===== src/rtl/dsp_gemm_tile_sequencer.sv =====
`timescale 1ns/1ps
`default_nettype none
// ============================================================================
// Module   : dsp_gemm_tile_sequencer
// Purpose  : Runs GEMM tiles one at a time through the DSP cascade datapath.
//            Streams K_DEPTH A/B operand reads per tile, produces the aligned
//            mux_A/mux_B data-valid strobes, predicts the cascade result
//            (DSP_op_data_valid) and commits each tile to the PS-side BRAM.
// Ports    : clk, rst_n           - clock, async active-low reset
//            start, abort         - run request / synchronous cancel
//            num_tiles            - tiles to run (captured with start)
//            busy, done, tile_cnt - run status to the PS control registers
//            a_/b_rd_en, a_/b_rd_addr          - operand BRAM reads
//            mux_A/mux_B_data_valid            - DSP data controller strobes
//            DSP_op_data_valid                 - cascade result valid
//            ps_bram_we, ps_bram_addr          - result BRAM write
// Revision : 1.0 - initial release
// ============================================================================
module dsp_gemm_tile_sequencer #(
    parameter int NUM_CASCADE_CHAINS = 32,
    parameter int K_DEPTH            = 32,
    parameter int ADDR_W             = 10,
    parameter int RD_LAT             = 2,
    parameter int OP_LAT             = 40,
    parameter int WR_LAT             = 4
) (
    input  logic              clk,
    input  logic              rst_n,
    input  logic              start,
    input  logic              abort,
    input  logic [15:0]       num_tiles,
    output logic              busy,
    output logic              done,
    output logic [15:0]       tile_cnt,
    output logic              a_rd_en,
    output logic [ADDR_W-1:0] a_rd_addr,
    output logic              b_rd_en,
    output logic [ADDR_W-1:0] b_rd_addr,
    output logic              mux_A_data_valid,
    output logic              mux_B_data_valid,
    output logic              DSP_op_data_valid,
    output logic              ps_bram_we,
    output logic [ADDR_W-1:0] ps_bram_addr
);

    localparam int c_K_W   = (K_DEPTH > 1) ? $clog2(K_DEPTH) : 1;
    localparam int c_LAT_W = $clog2(OP_LAT + WR_LAT + 1);

    generate
        if (K_DEPTH < 1 || RD_LAT < 1 || OP_LAT < 1 || WR_LAT < 1 ||
            NUM_CASCADE_CHAINS < 1) begin : g_bad_params
            $error("dsp_gemm_tile_sequencer: invalid parameter value");
        end
    endgenerate

    typedef enum logic [1:0] {
        S_IDLE  = 2'd0,
        S_FEED  = 2'd1,
        S_DRAIN = 2'd2,
        S_FIN   = 2'd3
    } state_t;

    state_t              r_state;
    logic [15:0]         r_num_tiles;
    logic [15:0]         r_tile_cnt;
    logic [c_K_W-1:0]    r_k;
    logic [ADDR_W-1:0]   r_rd_addr;
    logic                r_rd_en;
    logic                r_done;
    logic [RD_LAT-1:0]   r_rd_sr;
    logic [c_LAT_W-1:0]  r_lat;
    logic                r_op_valid;
    logic                r_we;
    logic [ADDR_W-1:0]   r_ps_addr;

    logic [RD_LAT:0]     w_chain;
    logic                w_mux_last;
    logic                w_op_fire;
    logic                w_we_fire;
    logic                w_last_tile;

    // w_chain[0] is the read enable itself, w_chain[i] is it delayed i cycles.
    assign w_chain    = {r_rd_sr, r_rd_en};
    // Last mux valid of a tile: valid now, and nothing follows next cycle.
    assign w_mux_last = w_chain[RD_LAT] & ~w_chain[RD_LAT-1];

    // r_lat counts cycles since the last mux valid (1 = first cycle after it).
    // A registered output fires one cycle after its condition, hence the -1.
    assign w_op_fire  = (OP_LAT == 1) ? w_mux_last
                                      : (r_lat == c_LAT_W'(OP_LAT - 1));
    assign w_we_fire  = (r_lat == c_LAT_W'(OP_LAT + WR_LAT - 1));

    assign w_last_tile = (({1'b0, r_tile_cnt} + 17'd1) == {1'b0, r_num_tiles});

    // Control FSM: state, read stream and completion.
    always_ff @(posedge clk or negedge rst_n) begin
        if (!rst_n) begin
            r_state     <= S_IDLE;
            r_num_tiles <= '0;
            r_tile_cnt  <= '0;
            r_k         <= '0;
            r_rd_addr   <= '0;
            r_rd_en     <= 1'b0;
            r_done      <= 1'b0;
        end else if (abort) begin
            // Cancel wins over everything, including a same-cycle start.
            r_state <= S_IDLE;
            r_k     <= '0;
            r_rd_en <= 1'b0;
            r_done  <= 1'b0;
        end else begin
            case (r_state)
                S_IDLE: begin
                    r_done <= 1'b0;
                    if (start) begin
                        r_num_tiles <= num_tiles;
                        r_tile_cnt  <= '0;
                        r_k         <= '0;
                        r_rd_addr   <= '0;
                        if (num_tiles == 16'd0) begin
                            r_state <= S_FIN;
                            r_done  <= 1'b1;
                        end else begin
                            r_state <= S_FEED;
                            r_rd_en <= 1'b1;
                        end
                    end
                end
                S_FEED: begin
                    // Tiles are contiguous, so the address simply keeps
                    // counting across tiles (tile*K_DEPTH + k, wrapping).
                    r_rd_addr <= r_rd_addr + ADDR_W'(1);
                    if (r_k == c_K_W'(K_DEPTH - 1)) begin
                        r_k     <= '0;
                        r_rd_en <= 1'b0;
                        r_state <= S_DRAIN;
                    end else begin
                        r_k <= r_k + c_K_W'(1);
                    end
                end
                S_DRAIN: begin
                    if (r_we) begin
                        if (w_last_tile) begin
                            r_state <= S_FIN;
                            r_done  <= 1'b1;
                        end else begin
                            r_tile_cnt <= r_tile_cnt + 16'd1;
                            r_state    <= S_FEED;
                            r_rd_en    <= 1'b1;
                        end
                    end
                end
                default: begin
                    r_done  <= 1'b0;
                    r_state <= S_IDLE;
                end
            endcase
        end
    end

    // Delay lines: read-to-mux shift register and saturating result timer.
    always_ff @(posedge clk or negedge rst_n) begin
        if (!rst_n) begin
            r_rd_sr    <= '0;
            r_lat      <= '0;
            r_op_valid <= 1'b0;
            r_we       <= 1'b0;
            r_ps_addr  <= '0;
        end else if (abort) begin
            r_rd_sr    <= '0;
            r_lat      <= '0;
            r_op_valid <= 1'b0;
            r_we       <= 1'b0;
        end else begin
            r_rd_sr    <= w_chain[RD_LAT-1:0];
            r_op_valid <= w_op_fire;
            r_we       <= w_we_fire;
            if (w_we_fire) begin
                r_ps_addr <= ADDR_W'(r_tile_cnt);
            end
            if (w_mux_last) begin
                r_lat <= c_LAT_W'(1);
            end else if (w_we_fire) begin
                r_lat <= '0;
            end else if (r_lat != '0 && r_lat != {c_LAT_W{1'b1}}) begin
                r_lat <= r_lat + c_LAT_W'(1);
            end
        end
    end

    assign busy              = (r_state != S_IDLE);
    assign done              = r_done;
    assign tile_cnt          = r_tile_cnt;
    assign a_rd_en           = r_rd_en;
    assign b_rd_en           = r_rd_en;
    assign a_rd_addr         = r_rd_addr;
    assign b_rd_addr         = r_rd_addr;
    assign mux_A_data_valid  = w_chain[RD_LAT];
    assign mux_B_data_valid  = w_chain[RD_LAT];
    assign DSP_op_data_valid = r_op_valid;
    assign ps_bram_we        = r_we;
    assign ps_bram_addr      = r_ps_addr;

endmodule
`default_nettype wire


===== config.mk =====
export PLATFORM = sky130hd
export DESIGN_NAME = dsp_gemm_tile_sequencer
export DESIGN_NICKNAME = d
export VERILOG_FILES = /design/src/rtl/dsp_gemm_tile_sequencer.sv
export SDC_FILE = /design/constraint.sdc
export NUM_CORES = 1
export LEC_CHECK = 0
export BUFFER_PORTS_ARGS = -buffer_cell sky130_fd_sc_hd__buf_2
export CORE_MARGIN = 2
export CORE_UTILIZATION = 51
export DETAILED_ROUTE_END_ITERATION = 10
export PLACE_DENSITY = 0.8
export SYNTH_ARGS = -nofsm -noshare
export SYNTH_HDL_FRONTEND = slang
export SYNTH_SLANG_ARGS = --single-unit

===== constraint.sdc =====
create_clock -name clk -period 2.72 [get_ports clk]
set_clock_uncertainty 0.1 [all_clocks]
set_input_delay 0.136 -clock clk [delete_from_list [all_inputs] [get_ports clk]]
set_output_delay 0.136 -clock clk [all_outputs]
set_load 0.02 [all_outputs]

# Word level (Yosys, flattened, before mapping)
# Cells that the tools add are included.
# op_classes
add_sub_neg	5
mux	37
bitwise	3
eq_ne	17
n_reduce_logical	18
# ops
op	n
$mux W16	3
$pmux W16 S2	1
$mux W6	4
$pmux W10 S2	1
$ne A3 B3 Y1 const B	6
$add A16 B1 Y17 const B	1
$eq A17 B16 Y1	1
$add A16 B1 Y16 const B	1
$logic_not A16 Y1	1
$mux W5	3
$mux W2	7
$mux W1	13
$eq A6 B6 Y1 const B	2
$reduce_and A3 Y1	4
$add A10 B1 Y10 const B	1
$mux W10	1
$pmux W5 S2	1
$ne A2 B2 Y1 const B	4
$reduce_bool A4 Y1	2
$add A6 B1 Y6 const B	1
$ne A6 B6 Y1 const B	1
$pmux W1 S3	2
$pmux W2 S3	1
$reduce_and A6 Y1	1
other kinds (13)	17
# word_totals
register_bits	71
elab_cells	92
output_inout_bits	54
inputBits	20

# Depth between registers and ports, before layout
# logic_depth
depth_word	6
depth_mapped	11
depth_no_buf	8

# Worst setup path after synthesis
# OpenSTA, ideal clock, no wires.
# synth_timing
path_kind	register to register
start	register r_tile_cnt[4] (netlist: tile_cnt[4])
end	register r_tile_cnt[13] (netlist: tile_cnt[13])
synth_period_minus_slack_ns	3.061
required_ns	2.554
setup_ns	0.066
setup_slack_ns	-0.341
stages_incl_launch_ff	12
n_path_buf	4
arrival_time_ns	2.894
path_cell_list	dfrtp_1 > buf_2 > nand3_1 > clkbuf_1 > nor4_1 > xnor2_1 > o311ai_0 > or4_1 > buf_2 > buf_6 > o41ai_2 > a31o_1
# synth_via
elab_chain_cells	4
word_cells_on_any_way	8
classes_between	add/sub (2); eq/ne (2); mux (3); reduce/logical (1)
# synth_lines
item	line	rtl
start, declared	65	logic [15:0] r_tile_cnt;
start signal, assigned	147	r_tile_cnt <= r_tile_cnt + 16'd1;
$add A16 B1 Y17 / $add A16 B1 Y16 (equally long branches)	93, 147	
$eq A17 B16 Y1 / $mux W16 (equally long branches)	93, 143	
$ne A2 B2 Y1 (no line) / $mux W16 (equally long branches)	n/a	
$reduce_and A5 Y1 (no line) / $pmux W16 S2 (equally long branches)	n/a	
# Several ways; a longest one is shown, not always the timed one. The select of a mux whose other input is x is not followed.
# A chain may end at the register's enable or synchronous reset.

# Worst setup path in the final report
# layout_timing
start	register r_tile_cnt[8] (netlist: tile_cnt[8])
end	register r_tile_cnt[3] (netlist: tile_cnt[3])
# layout_via
elab_chain_cells	4
# layout_lines
item	line	rtl
$add A16 B1 Y17	93	assign w_last_tile = (({1'b0, r_tile_cnt} + 17'd1) == {1'b0, r_num_tiles});
$eq A17 B16 Y1	93	
$ne A2 B2 Y1 (no line)	n/a	
$reduce_and A5 Y1 (no line)	n/a	
# Every way passes these cells.

==> flow_results.org <==
** Drt
- The count of nets left with antenna violations once routing finished came out at 0.
- DRC violation count after routing :: 0
- Iteration-0 DRC Markers :: 500
- Total detailed-routing wirelength :: 12600 µm
- 1st-pass router iterations :: 6
- Total vias in the final route :: 4266
- Via density :: 6.04
- Wire length per cell after detailed routing :: 17.9 µm

** Job
- Max-Cap Viols :: 0

** Setup path
- Data on the critical path is required at its endpoint by 2.85 ns.
- In this run the critical register-to-register path is launched from tile_cnt[8].
- CP Launch Type :: flip-flop
- Critical path data arrival time :: 3.01 ns
- FF-to-FF End :: tile_cnt[3]
- Critical Path Fanout Max :: 6
- R2r worst-path depth :: 10
- Crit path capture :: tile_cnt[3]
- The critical path is of the flip-flop to flip-flop type.
- Worst Setup End Kind :: flip-flop
- Tracing the worst setup path back leads to its startpoint at tile_cnt[8].
- Reg-to-reg setup timing slack :: -0.16 ns

** Clock network
- The clock tree synthesis step divided the H-tree into 3 levels.
- Counting along the longest clock path gives a buffer depth of 2.
- Buffers inserted during clock tree synthesis total 9.
- Counting every sink on the clock net gives 71.
- Clock transition at the registers of the reported paths :: 0.09 ns
- The cell sitting at the root of the clock tree is a sky130_fd_sc_hd__clkbuf_8.
- CTS tree :: done
- At the later pin of the worst-skew pair, clock insertion delay measures 0.35 ns.

** Cells and area
- Final cell utilization of the core :: 0.735
- After routing the design area is 5650 µm².
- In the final design database the tool counted 625 nets.
- 0 antenna diodes ended up in the layout.
- Fraction of layout instances using a drive strength above 1 :: 0.363
- The area growth from synthesis to layout is 40.1%.
- Filler cell count :: 544

** Die
- In this run the standard cell core region covers 7690 µm².
- Die outline area :: 8630 µm²
- Chip width :: 92.9 µm
- Total number of placement rows :: 32
- Initial core utilization :: 0.525
- 74 I/O pins were placed.
- Die Height :: 92.9 µm

** Global routing
- The total overflow left after global routing is 0.
- Entering global routing, the biggest net connects 72 pins.
- The number of antenna violations at the first check in global routing came to 0.
- The via count of the first global-routing pass is 3899.
- Across every metal layer, demand over resource in global routing totals 0.282.
- Wire length of the first global-routing pass :: 19200 µm

** Hold path
- Worst min-delay path category :: input port to flip-flop

** Pwr
- P per Cell Area :: 538 nW/µm²
- Net switching power of the design :: 1.00 mW
- Summed over all cells, the static leakage comes to 2.74 nW.
- Part of the total power dissipated in combinational logic :: 0.268
- Of the total power, the share spent switching nets is 0.329.
- Part of the power in the clock network :: 0.314
- Sequential share of power :: 0.418
- IR analysis of the VDD net gives a maximum drop of 0.000283 V.
- Cell internal power was estimated by the tool at 2.04 mW.

** STA
- Shortest period the worst path allows :: 2.88 ns
- Final number of max-transition violations :: 0
- Timing would allow up to 347 MHz.
- Transition time at the pin with the least slew margin :: 0.775 ns
- Setup violations remaining at the end of the flow were counted as 18.
- The number of failing hold endpoints at the final stage was 0.
- Setup repair after global routing missed its margin :: true
- The worst pin sits at a relative slew slack of 0.482.
- Setup slack on the critical path of the routed design comes to -0.160 ns.
- Of the available clock period, the critical path in the final layout requires 1.06.

** Synth
- Largest area contributor in the synthesized netlist :: sky130_fd_sc_hd__dfrtp_1
- Number of warnings issued by yosys :: 0
- Share of flip-flops with an asynchronous set or reset after synthesis :: 1.00
- Sequential-to-total area share from yosys stat :: 0.441
- Syn Inst Count :: 457
- Synthesis inferred 71 register bits.
- Nets in the synthesized netlist :: 483
- Yosys instantiated no cell more often than sky130_fd_sc_hd__nand2_1.
- Yosys attributes the largest share of cell area to sky130_fd_sc_hd__dfrtp_1 (44%), sky130_fd_sc_hd__nand2_1 (7.4%), sky130_fd_sc_hd__o21ai_0 (4.2%), sky130_fd_sc_hd__nor2_1 (3.0%), sky130_fd_sc_hd__xnor2_1 (2.6%).
- Top cells by instance count after synthesis :: sky130_fd_sc_hd__nand2_1 (80), sky130_fd_sc_hd__dfrtp_1 (71), sky130_fd_sc_hd__o21ai_0 (34), sky130_fd_sc_hd__nor2_1 (32), sky130_fd_sc_hd__nand3_1 (18)
- Post-synth top area share :: 0.441
- In this run the cell area of the synthesized design comes to 4030 µm².
- Post-synth EDFFs :: 0
- Most used flip-flop cell after synthesis :: sky130_fd_sc_hd__dfrtp_1
- In this run, distinct cell masters in the synthesized netlist total 58.
- The average instance in the mapped netlist occupies 8.82 µm².

** Placement
- Buffers placed on the I/O ports in this run total 73.
- RePlAce Congestion :: 0.954
- The wire-length estimate of the detail-placed layout is 8160 µm.
- After detailed placement, the total cell area comes to 4890 µm².

** Run status
- The final reports fail on negative setup slack.
- Status :: finished, violations left
-- per-layer routing --
layer  part of all wire  global-route usage  up-vias
met1               0.40               0.390     2003
met2               0.48               0.451      272
met5                  0                   0        -
met4              0.027               0.107        0
met3              0.092              0.0391       40
li1                   -                   -     1951
-- power groups by stage --
| stage | combinational, mW | sequential [mW] | clock, mW |
|---|---|---|---|
| after CTS | 0.735 | 1.26 | 0.965 |
| final | 0.814 | 1.27 | 0.955 |
| after global routing | 0.878 | 1.28 | 1.02 |
| after global placement | 0.667 | 1.27 | 0 |
| after detailed placement | 0.689 | 1.28 | 0 |
| after floorplan | 0.405 | 1.27 | 0 |
-- through the flow --
| stage | setup TNS (ns) | worst slack [ns] | power (mW) | cells | hold slack (ns) |
|---|---|---|---|---|---|
| after detailed placement | -2.71 | -0.240 | 1.97 | 656 | 0.110 |
| after global routing | -2.12 | -0.191 | 3.18 | 706 | 0.0432 |
| after CTS | -0.0454 | -0.0391 | 2.96 | 696 | 0.0317 |
| final | -1.26 | -0.160 | 3.04 | 706 | 0.0481 |
| after global placement | -1.01 | -0.144 | 1.94 | 656 | 0.0873 |
| after floorplan | -0.381 | -0.0950 | 1.67 | 457 | -0.260 |
-- kinds of logic (layout without fill, tap and decap cells) --
logic type,Yosys count,count (layout),synth area share
simple gates,190,191,0.225
compound gates,116,116,0.200
flops,71,71,0.441
buf+inv,50,196,0.0608
xor+xnor,18,18,0.0391
fa+ha+maj,6,6,0.0186
mux,6,6,0.0161
-- timing repair --
| action | in CTS | in global routing |
|---|---|---|
| setup buffers | 6 | 10 |
| cloned | 1 | 0 |
| gates resized for setup | 13 | 38 |
| pin swaps | 7 | 11 |
| endpoints found under the hold margin | 87 | 0 |
| hold buffers | 17 | 0 |
| endpoints found under the setup margin | 19 | 19 |
-- critical path: stages (launching register included) --
cell and delay (ns):
sky130_fd_sc_hd__dfrtp_2 0.43, sky130_fd_sc_hd__buf_4 0.15, sky130_fd_sc_hd__xnor2_2 0.17, sky130_fd_sc_hd__a2111o_1 0.42, sky130_fd_sc_hd__nand3_1 0.13, sky130_fd_sc_hd__o2111ai_2 0.19
sky130_fd_sc_hd__buf_4 0.19, sky130_fd_sc_hd__nor4_4 0.35, sky130_fd_sc_hd__a21oi_2 0.13, sky130_fd_sc_hd__buf_6 0.16, sky130_fd_sc_hd__o311ai_2 0.34
-- how the worst min path moves through the flow --
stage	start	to	cells after the start
floorplan	rst_n	DSP_op_data_valid	0
global placement	rst_n	r_num_tiles[15]	2
detailed placement	rst_n	r_num_tiles[14]	2
CTS	abort	r_state[0]	2
global route	abort	r_state[0]	2
finish	abort	r_state[0]	2
-- state kept, by name (all words and copies together) (netlist names) --
signal	cells
DSP_op_data_valid	1
ps_bram_addr	10
ps_bram_we	1
r_k	5
r_num_tiles	16
a_rd_en	1
a_rd_addr	10
r_lat	6
r_state	2
r_rd_sr	2
done	1
tile_cnt	16
-- placed cells by master, fill, tap and decap left out, types with 7 or more instances in the layout --
| cell type | instances |
|---|---|
| sky130_fd_sc_hd__a21oi_1 | 10 |
| sky130_fd_sc_hd__and3_1 | 8 |
| sky130_fd_sc_hd__buf_2 | 73 |
| sky130_fd_sc_hd__buf_4 | 61 |
| sky130_fd_sc_hd__buf_6 | 10 |
| sky130_fd_sc_hd__clkbuf_8 | 10 |
| sky130_fd_sc_hd__dfrtp_1 | 60 |
| sky130_fd_sc_hd__dfrtp_2 | 11 |
| sky130_fd_sc_hd__dlygate4sd3_1 | 17 |
| sky130_fd_sc_hd__inv_1 | 14 |
| sky130_fd_sc_hd__nand2_1 | 80 |
| sky130_fd_sc_hd__nand3_1 | 15 |
| sky130_fd_sc_hd__nand4_1 | 9 |
| sky130_fd_sc_hd__nor2_1 | 30 |
| sky130_fd_sc_hd__nor3_1 | 8 |
| sky130_fd_sc_hd__o211ai_1 | 12 |
| sky130_fd_sc_hd__o21ai_0 | 28 |
| sky130_fd_sc_hd__o31ai_1 | 7 |
| sky130_fd_sc_hd__xnor2_1 | 9 |
-- layout make-up --
| class | count | area, µm² | area share |
|---|---|---|---|
| multi-input cells | 337 | 2280 | 0.404 |
| flip-flops and latches | 71 | 1790 | 0.317 |
| repair buffers | 164 | 1170 | 0.206 |
| clock buffers | 11 | 141 | 0.0250 |
| well taps | 102 | 128 | 0.0226 |
| clock inverters | 5 | 81.3 | 0.0144 |
| inverters | 16 | 60.1 | 0.0106 |
Power figures use the tool's default switching activity.
